### config.mk
export PLATFORM = sky130hd
export DESIGN_NAME = corelet_ctrl
export DESIGN_NICKNAME = d
export VERILOG_FILES = /design/src/rtl/corelet_ctrl.sv
export SDC_FILE = /design/constraint.sdc
export NUM_CORES = 1
export LEC_CHECK = 0
export CAP_MARGIN = 20
export CORE_AREA = 5 5 73 75
export DETAILED_ROUTE_END_ITERATION = 10
export DIE_AREA = 0 0 78 80
export PLACE_DENSITY = 0.8
export SYNTH_ARGS = -nofsm -noshare
export SYNTH_HDL_FRONTEND = slang
export SYNTH_SLANG_ARGS = --single-unit
### constraint.sdc
create_clock -name clk -period 1.75 [get_ports clk]
set_clock_uncertainty 0.1 [all_clocks]
set_input_delay 0.175 -clock clk [delete_from_list [all_inputs] [get_ports clk]]
set_output_delay 0.175 -clock clk [all_outputs]
set_load 0.02 [all_outputs]
### src/rtl/corelet_ctrl.sv
`default_nettype none
// ============================================================================
//  Module   : corelet_ctrl
//  Purpose  : Convolution-pass sequencer. For each kernel position kij it
//             fills L0 with weights, loads them into the array, waits out the
//             load gap, fills L0 with activations, executes, then drains the
//             OFIFO through the SFP and writes each psum row to psum SRAM.
//  Revision : 1.0  initial release
// ----------------------------------------------------------------------------
//  Ports
//    clk          in   clock, rising edge
//    reset        in   asynchronous reset, active-low
//    start        in   pulse to begin a pass (ignored while busy / on done)
//    busy         out  pass in progress
//    done         out  one-cycle pulse after the final psum write
//    w_cen/w_addr out  weight SRAM enable (active-low) / address
//    a_cen/a_addr out  activation SRAM enable (active-low) / address
//    l0_wr/l0_rd  out  L0 write / read strobes
//    l0_full      in   L0 full, stalls fills
//    load/execute out  corelet instruction bits
//    ofifo_valid  in   OFIFO holds a complete row
//    ofifo_rd     out  OFIFO read strobe
//    sfu_enable   out  SFP enable, same cycle as ofifo_rd
//    p_wen/p_addr out  psum SRAM write enable (active-low) / address
//    kij          out  current kernel position
// ============================================================================
module corelet_ctrl #(
    parameter int ROW      = 8,
    parameter int COL      = 8,
    parameter int KIJ_NUM  = 9,
    parameter int LEN_NIJ  = 36,
    parameter int LOAD_GAP = 16,
    parameter int AW       = 11
) (
    input  logic          clk,
    input  logic          reset,
    input  logic          start,
    output logic          busy,
    output logic          done,
    output logic          w_cen,
    output logic [AW-1:0] w_addr,
    output logic          a_cen,
    output logic [AW-1:0] a_addr,
    output logic          l0_wr,
    output logic          l0_rd,
    input  logic          l0_full,
    output logic          load,
    output logic          execute,
    input  logic          ofifo_valid,
    output logic          ofifo_rd,
    output logic          sfu_enable,
    output logic          p_wen,
    output logic [AW-1:0] p_addr,
    output logic [3:0]    kij
);

    // The phase counter is shared by every state, so it must hold the
    // largest per-state count.
    localparam int c_max_a   = (ROW > COL) ? ROW : COL;
    localparam int c_max_b   = (LOAD_GAP > LEN_NIJ) ? LOAD_GAP : LEN_NIJ;
    localparam int c_cnt_max = (c_max_a > c_max_b) ? c_max_a : c_max_b;
    localparam int c_cw      = $clog2(c_cnt_max + 1);

    localparam logic [c_cw-1:0] c_one      = c_cw'(1);
    localparam logic [c_cw-1:0] c_row_last = c_cw'(ROW - 1);
    localparam logic [c_cw-1:0] c_gap_last = c_cw'(LOAD_GAP - 1);
    localparam logic [c_cw-1:0] c_len_last = c_cw'(LEN_NIJ - 1);
    localparam logic [c_cw-1:0] c_len      = c_cw'(LEN_NIJ);
    localparam logic [AW-1:0]   c_row_aw   = AW'(ROW);
    localparam logic [AW-1:0]   c_plast_aw = AW'(LEN_NIJ - 1);
    localparam logic [3:0]      c_kij_last = 4'(KIJ_NUM - 1);

    localparam logic [2:0] c_st_idle   = 3'd0;
    localparam logic [2:0] c_st_w_fill = 3'd1;
    localparam logic [2:0] c_st_w_load = 3'd2;
    localparam logic [2:0] c_st_w_gap  = 3'd3;
    localparam logic [2:0] c_st_a_fill = 3'd4;
    localparam logic [2:0] c_st_exec   = 3'd5;
    localparam logic [2:0] c_st_drain  = 3'd6;

    logic [2:0]      r_state;
    logic [2:0]      w_state_nxt;
    logic [c_cw-1:0] r_cnt;
    logic [c_cw-1:0] r_rd;
    logic [3:0]      r_kij;
    logic            r_p_wen;
    logic [AW-1:0]   r_p_addr;
    logic            r_done;
    logic            w_cnt_inc;
    logic            w_cnt_clr;
    logic            w_accept;
    logic            w_last_wr;

    // A start coinciding with the done pulse is dropped.
    assign w_accept  = (r_state == c_st_idle) && start && !r_done;
    // The final psum row of a kij lands one cycle after its OFIFO read.
    assign w_last_wr = (r_state == c_st_drain) && !r_p_wen && (r_p_addr == c_plast_aw);

    always_ff @(posedge clk or negedge reset) begin
        if (!reset) begin
            r_state <= c_st_idle;
        end else begin
            r_state <= w_state_nxt;
        end
    end

    always_comb begin
        w_state_nxt = r_state;
        w_cnt_inc   = 1'b0;
        w_cnt_clr   = 1'b0;
        busy        = (r_state != c_st_idle);
        w_cen       = 1'b1;
        w_addr      = '0;
        a_cen       = 1'b1;
        a_addr      = '0;
        l0_wr       = 1'b0;
        l0_rd       = 1'b0;
        load        = 1'b0;
        execute     = 1'b0;
        ofifo_rd    = 1'b0;
        sfu_enable  = 1'b0;
        case (r_state)
            c_st_idle: begin
                if (w_accept) begin
                    w_state_nxt = c_st_w_fill;
                    w_cnt_clr   = 1'b1;
                end
            end
            c_st_w_fill: begin
                // Address stays visible during a stall so the next issue resumes at i.
                w_addr = (AW'(r_kij) * c_row_aw) + AW'(r_cnt);
                if (!l0_full) begin
                    w_cen = 1'b0;
                    l0_wr = 1'b1;
                    if (r_cnt == c_row_last) begin
                        w_state_nxt = c_st_w_load;
                        w_cnt_clr   = 1'b1;
                    end else begin
                        w_cnt_inc = 1'b1;
                    end
                end
            end
            c_st_w_load: begin
                l0_rd = 1'b1;
                load  = 1'b1;
                if (r_cnt == c_row_last) begin
                    w_state_nxt = c_st_w_gap;
                    w_cnt_clr   = 1'b1;
                end else begin
                    w_cnt_inc = 1'b1;
                end
            end
            c_st_w_gap: begin
                if (r_cnt == c_gap_last) begin
                    w_state_nxt = c_st_a_fill;
                    w_cnt_clr   = 1'b1;
                end else begin
                    w_cnt_inc = 1'b1;
                end
            end
            c_st_a_fill: begin
                a_addr = AW'(r_cnt);
                if (!l0_full) begin
                    a_cen = 1'b0;
                    l0_wr = 1'b1;
                    if (r_cnt == c_len_last) begin
                        w_state_nxt = c_st_exec;
                        w_cnt_clr   = 1'b1;
                    end else begin
                        w_cnt_inc = 1'b1;
                    end
                end
            end
            c_st_exec: begin
                l0_rd   = 1'b1;
                execute = 1'b1;
                if (r_cnt == c_len_last) begin
                    w_state_nxt = c_st_drain;
                    w_cnt_clr   = 1'b1;
                end else begin
                    w_cnt_inc = 1'b1;
                end
            end
            c_st_drain: begin
                // Reads stop once every row of this kij has been taken, so a
                // permanently valid OFIFO cannot over-read.
                ofifo_rd   = ofifo_valid && (r_rd != c_len);
                sfu_enable = ofifo_rd;
                if (w_last_wr) begin
                    w_state_nxt = (r_kij == c_kij_last) ? c_st_idle : c_st_w_fill;
                    w_cnt_clr   = 1'b1;
                end
            end
            default: begin
                w_state_nxt = c_st_idle;
            end
        endcase
    end

    always_ff @(posedge clk or negedge reset) begin
        if (!reset) begin
            r_cnt    <= '0;
            r_rd     <= '0;
            r_kij    <= '0;
            r_p_wen  <= 1'b1;
            r_p_addr <= '0;
            r_done   <= 1'b0;
        end else begin
            if (w_cnt_clr) begin
                r_cnt <= '0;
            end else if (w_cnt_inc) begin
                r_cnt <= r_cnt + c_one;
            end

            if (w_accept) begin
                r_kij <= '0;
            end else if (w_last_wr && (r_kij != c_kij_last)) begin
                r_kij <= r_kij + 4'd1;
            end

            if (r_state != c_st_drain) begin
                r_rd <= '0;
            end else if (ofifo_rd) begin
                r_rd <= r_rd + c_one;
            end

            // SFP has one cycle of latency: the write trails the read.
            r_p_wen <= !ofifo_rd;
            if (ofifo_rd) begin
                r_p_addr <= AW'(r_rd);
            end

            r_done <= w_last_wr && (r_kij == c_kij_last);
        end
    end

    assign p_wen  = r_p_wen;
    assign p_addr = r_p_addr;
    assign done   = r_done;
    assign kij    = r_kij;

endmodule
`default_nettype wire

## Word-level counts from Yosys, hierarchy flattened

Cells that the tools add are included.

| operators by class | value |
|---|---|
| reductions and logical operators | 18 |
| $add $sub $neg | 4 |
| multiplexer cells | 42 |
| equality and inequality tests | 23 |

Operator list:

| operator | number |
|---|---|
| 6-bit 2-to-1 mux | 5 |
| 3-bit 2-to-1 mux | 9 |
| 1-bit 2-to-1 mux | 22 |
| 3-bit case mux with 7 select lines | 1 |
| 2-bit inequality test (second input constant) | 9 |
| 6-bit by 1-bit adder with 6-bit output (second input constant) | 2 |
| 6-bit equality test (second input constant) | 2 |
| 3-bit equality test (second input constant) | 3 |
| 9-bit AND reduction | 1 |
| 7-bit by 6-bit adder with 8-bit output | 1 |
| 4-bit 2-to-1 mux | 2 |
| 8-bit 2-to-1 mux | 1 |
| 1-bit logical AND | 7 |
| 1-bit case mux with 7 select lines | 1 |
| 3-bit by 2-bit equality test with 1-bit output (second input constant) | 2 |
| 6-bit by 3-bit equality test with 1-bit output (second input constant) | 1 |
| 6-bit by 4-bit equality test with 1-bit output (second input constant) | 1 |
| 6-bit inequality test (second input constant) | 1 |
| 2-bit nonzero test | 3 |
| 1-bit case mux with 5 select lines | 1 |
| 4-bit by 1-bit adder with 4-bit output (second input constant) | 1 |
| 4-bit equality test (second input constant) | 1 |
| 4-bit inequality test (second input constant) | 1 |
| 2-bit OR reduction | 2 |
| other kinds (5) | 7 |

| storage, ports and cells | value |
|---|---|
| register bits after elaboration | 27 |
| word-level logic and storage cells | 94 |
| output and inout port bits | 48 |

## Depth between registers and ports, before layout

| depth | value |
|---|---|
| depth in word-level cells | 6 |
| gate-level depth with buffers | 8 |

## Worst setup path before layout

Ideal clock, no wire load.

| timing | value |
|---|---|
| path kind | register to register |
| from | register r_p_addr[3] (netlist: p_addr[3]) |
| to | register r_state[0] |
| library setup time | 0.128 ns |
| required time | 1.522 ns |
| clock period less this slack | 2.077 ns |
| setup slack | -0.327 ns |
| arrival time | 1.850 ns |
| stages on the path, launching flop included | 6 |
| cell sequence | dfrtp_1 -> or4b_4 -> o21bai_2 -> o221ai_2 -> nor3_1 -> mux2_1 |

| between the ends | value |
|---|---|
| cells in the longest elaborated chain, start to end | 4 |

RTL lines:

| what | RTL line | source |
|---|---|---|
| from (decl) | 87 | `logic [AW-1:0] r_p_addr;` |
| from (signal assigned) | 230 | `r_p_addr <= AW'(r_rd);` |
| 6-bit equality test | 97 | `assign w_last_wr = (r_state == c_st_drain) && !r_p_wen && (r_p_addr == c_plast_aw);` |
| 1-bit logical AND | 97 |  |
| 2-bit inequality test (no source line) | - |  |
| 9-bit AND reduction (no source line) | - |  |
| to (signal assigned) | 101 | `r_state <= c_st_idle;` |
| to (signal assigned) | 103 | `r_state <= w_state_nxt;` |
| to (decl) | 81 | `logic [2:0] r_state;` |

No other way between the ends.
A chain may end at the register's enable or synchronous reset.

## Worst setup path after layout

| timing | value |
|---|---|
| from | register r_state[1] |
| to | register r_cnt[2] |

| between the ends | value |
|---|---|
| cells in the longest elaborated chain, start to end | 6 |
| elaborated cells on any way between the ends | 17 |
| classes of those cells | eq/ne: 6; mux: 5; reduce/logical: 6 |

RTL lines:

| what | RTL line | source |
|---|---|---|
| 3-bit equality test or 3-bit logical NOT (tied branches) | 97, 122, 95 |  |
| 1-bit logical AND (on tied branches) (2 in series) | 97, 95 |  |
| 1-bit 2-to-1 mux (on tied branches) | 189, 124 |  |
| 1-bit case mux with 7 select lines | 122 | `case (r_state)` |
| 6-bit 2-to-1 mux or 2-bit nonzero test (tied branches) | - |  |
| to (signal assigned) | 212 | `r_cnt <= r_cnt + c_one;` |
| to (decl) | 83 | `logic [c_cw-1:0] r_cnt;` |

Parallel ways exist; a longest one is shown, timed or not.

==> run summary <==
CTS clk-pin slew, worst paths -> 0.10 ns
synth top area cells -> dfrtp_1 33%, buf_4 5.3%, ha_1 5.1%
status -> finished, violations left
final global-route overflow total -> 0
vias per cell -> 5.11
Worst EP required -> 1.81 ns
Initial Utilization -> 0.428
final core utilization -> 0.689
most used flip-flop cell after synthesis -> dfrtp_1
commonest non-fill, non-tap cell in the layout -> buf_4
number of non-filler instances in the completed layout -> 367
GRT Util Overall -> 0.168
Synth cell types -> 56
maximum clock rate -> 486 MHz
Hold WC Path Type -> input port to async pin
count of max-cap constraint violations -> 0
pre-CTS setup slack -> -0.370 ns
leakage power -> 1.49 nW
clk sinks -> 27
Final Max Tran Viols -> 0
first-pass GRT wire length -> 8600 um
layout cells sized above 1 -> 0.518
Routed WL per cell -> 15.0 um
clk_lat worst skew -> 0.27 ns
Clock Tree Buf Depth -> 2
root buffer cell -> clkbuf_8
# rows -> 25
Worst Setup Start Kind -> register
power per cell area -> 1200 nW/um^2
setup slack after layout -> -0.308 ns
Placer Congestion -> 0.874
register area share after synthesis -> 0.344
CP endpoint kind -> register
Yosys warnings -> 0
DR iter-0 viols -> 69
endpoints failing setup -> 32
pin count of the biggest net entering global routing -> 28
Power, Total -> 3.80 mW
Yosys top cell by area -> dfrtp_1
area growth from synthesis to layout -> 61.0%
die extent in y -> 80 um
number of synthesized flops with an enable pin -> 0
number of global-route vias before repair -> 1,881
antenna viol nets, final -> 0
reg-to-reg slack, setup -> -0.31 ns
dpl hpwl -> 3780 um
Crit Path Max Fanout -> 5
Crit Path Class -> register to register
Total Die Area -> 6240 sq um
CTS tree -> built
H-tree depth -> 1
worst r2r dst -> r_cnt[2]$_DFFE_PN0P_
RSZ-0062 raised after global routing -> yes
most frequent cells in the layout -> 62 x buf_4, 29 x buf_6, 21 x dfrtp_1, 17 x nor2_1
period utilization -> 1.18
Post-Synthesis Cells -> 212
Die Span X -> 78 um
antenna violations before repair -> 0
fillers -> 358
n_diodes -> 0
Tmin final -> 2.06 ns
R2R cell count -> 7
drt total wl -> 5520 um
routed vias -> 1,876
average instance area after synthesis -> 9.28 sq um
post-synthesis register bit count -> 27
I/O pins -> 53
reg2reg start -> r_state[1]$_DFFE_PN0P_
Hold Fails Final Rpt -> 0
critical path arrival -> 2.12 ns
area of the core -> 4600 sq um
Post-Syn Area -> 1970 sq um
TritonCTS Buffers -> 3
Pre-antenna DRT Iters -> 4
Port Buffers -> 39
setup_tns -> -4.45 ns
nets -> 328
# placed instances -> 341
DRC Markers -> 0
ys async rst share -> 1.00
VDD IR-drop max -> 0.516 mV
post-synth top area share -> 0.331
violated checks -> setup timing
-- where the power goes --
part	internal (mW)	leakage, nW	switching, mW	total [mW]
combinational	1.38	1.11	1.21	2.59
clock	0.159	0.0255	0.192	0.351
sequential	0.726	0.356	0.131	0.857
-- metrics by stage --
stage / hold WS, ns / instance area [sq um]
finish: 0.170 / 3170
global route: 0.182 / 3170
CTS: 0.174 / 3040
detailed placement: 0.410 / 2720
global placement: 0.396 / 2720
floorplan: -0.221 / 2090
-- kinds of logic after synthesis --
family                     count (synthesis)  share of synthesized area
and+or+nand+nor                           90                      0.268
xor gates and xnor gates                  14                     0.0623
DFF                                       27                      0.344
adders and majority gates                  9                     0.0611
other                                      1                    0.00191
AOI/OAI and AO/OA                         30                      0.113
buffers and inverters                     34                      0.110
muxes                                      7                     0.0388
-- critical path: stages (launching register included) --
cell       delay, ns
dfrtp_1         0.45
buf_6           0.15
or4b_4          0.51
buf_6           0.14
a2bb2oi_4       0.15
a211oi_4        0.07
o21a_1          0.19
o21ba_2         0.19
-- registers in the layout, summed over array words and instances, names as in the netlist --
| register | cells |
|---|---|
| done | 1 |
| kij | 4 |
| p_addr | 6 |
| p_wen | 1 |
| r_cnt | 6 |
| r_rd | 6 |
| r_state | 3 |
-- per-layer routing --
layer / up-vias / GRT usage / share of wire
met5: - / 0 / 0
met4: 0 / 0.0338 / 0.0038
met3: 4 / 0.0305 / 0.055
met2: 54 / 0.316 / 0.54
met1: 904 / 0.199 / 0.40
li1: 914 / - / -
-- synthesized netlist by cell type, types with 4 or more instances --
cell type / instances
buf_2: 4
inv_1: 9
nand2_1: 8
and2_1: 7
nor4_1: 4
nand3_1: 6
nor2_1: 20
nor2b_1: 5
dfrtp_1: 26
o21ai_0: 4
mux2_2: 4
nand4_1: 5
buf_4: 14
and3_1: 8
nor3b_1: 4
xor2_1: 9
ha_1: 8
a21oi_1: 7
xnor2_1: 5
nand3b_1: 4
-- worst max path at each step --
stage	startpoint	to	slack, ns
6_report	r_state[1]$_DFFE_PN0P_	r_cnt[2]$_DFFE_PN0P_	-0.31
5_1_grt	r_state[1]$_DFFE_PN0P_	r_cnt[0]$_DFFE_PN0P_	-0.35
4_1_cts	p_addr[4]$_DFFE_PN0P_	r_state[1]$_DFFE_PN0P_	-0.25
3_5_place_dp	kij[1]$_DFFE_PN0P_	w_addr[6]	-0.37
3_3_place_gp	l0_full	l0_wr	-0.35
2_1_floorplan	p_addr[4]$_DFFE_PN0P_	r_state[1]$_DFFE_PN0P_	-0.25
-- timing repair --
action | in CTS | in global routing
pin swaps | 15 | 10
resized for setup | 149 | 44
buffers inserted | 18 | 8
cloned | 0 | 0
hold buffers | 0 | 0
endpoints found under the hold margin | 0 | 0
endpoints found under the setup margin | 40 | 43
-- cell type report --
cell class,instances,area [sq um],share of cell area
Inverter,9,36.3,0.0115
Clock inverter,1,5.00,0.00158
Sequential cell,27,683,0.216
Clock buffer,3,41.3,0.0130
Timing Repair Buffer,110,967,0.305
Tap cell,54,67.6,0.0213
Multi-Input combinational cell,163,1370,0.431
(Power assumes the default switching activity.)
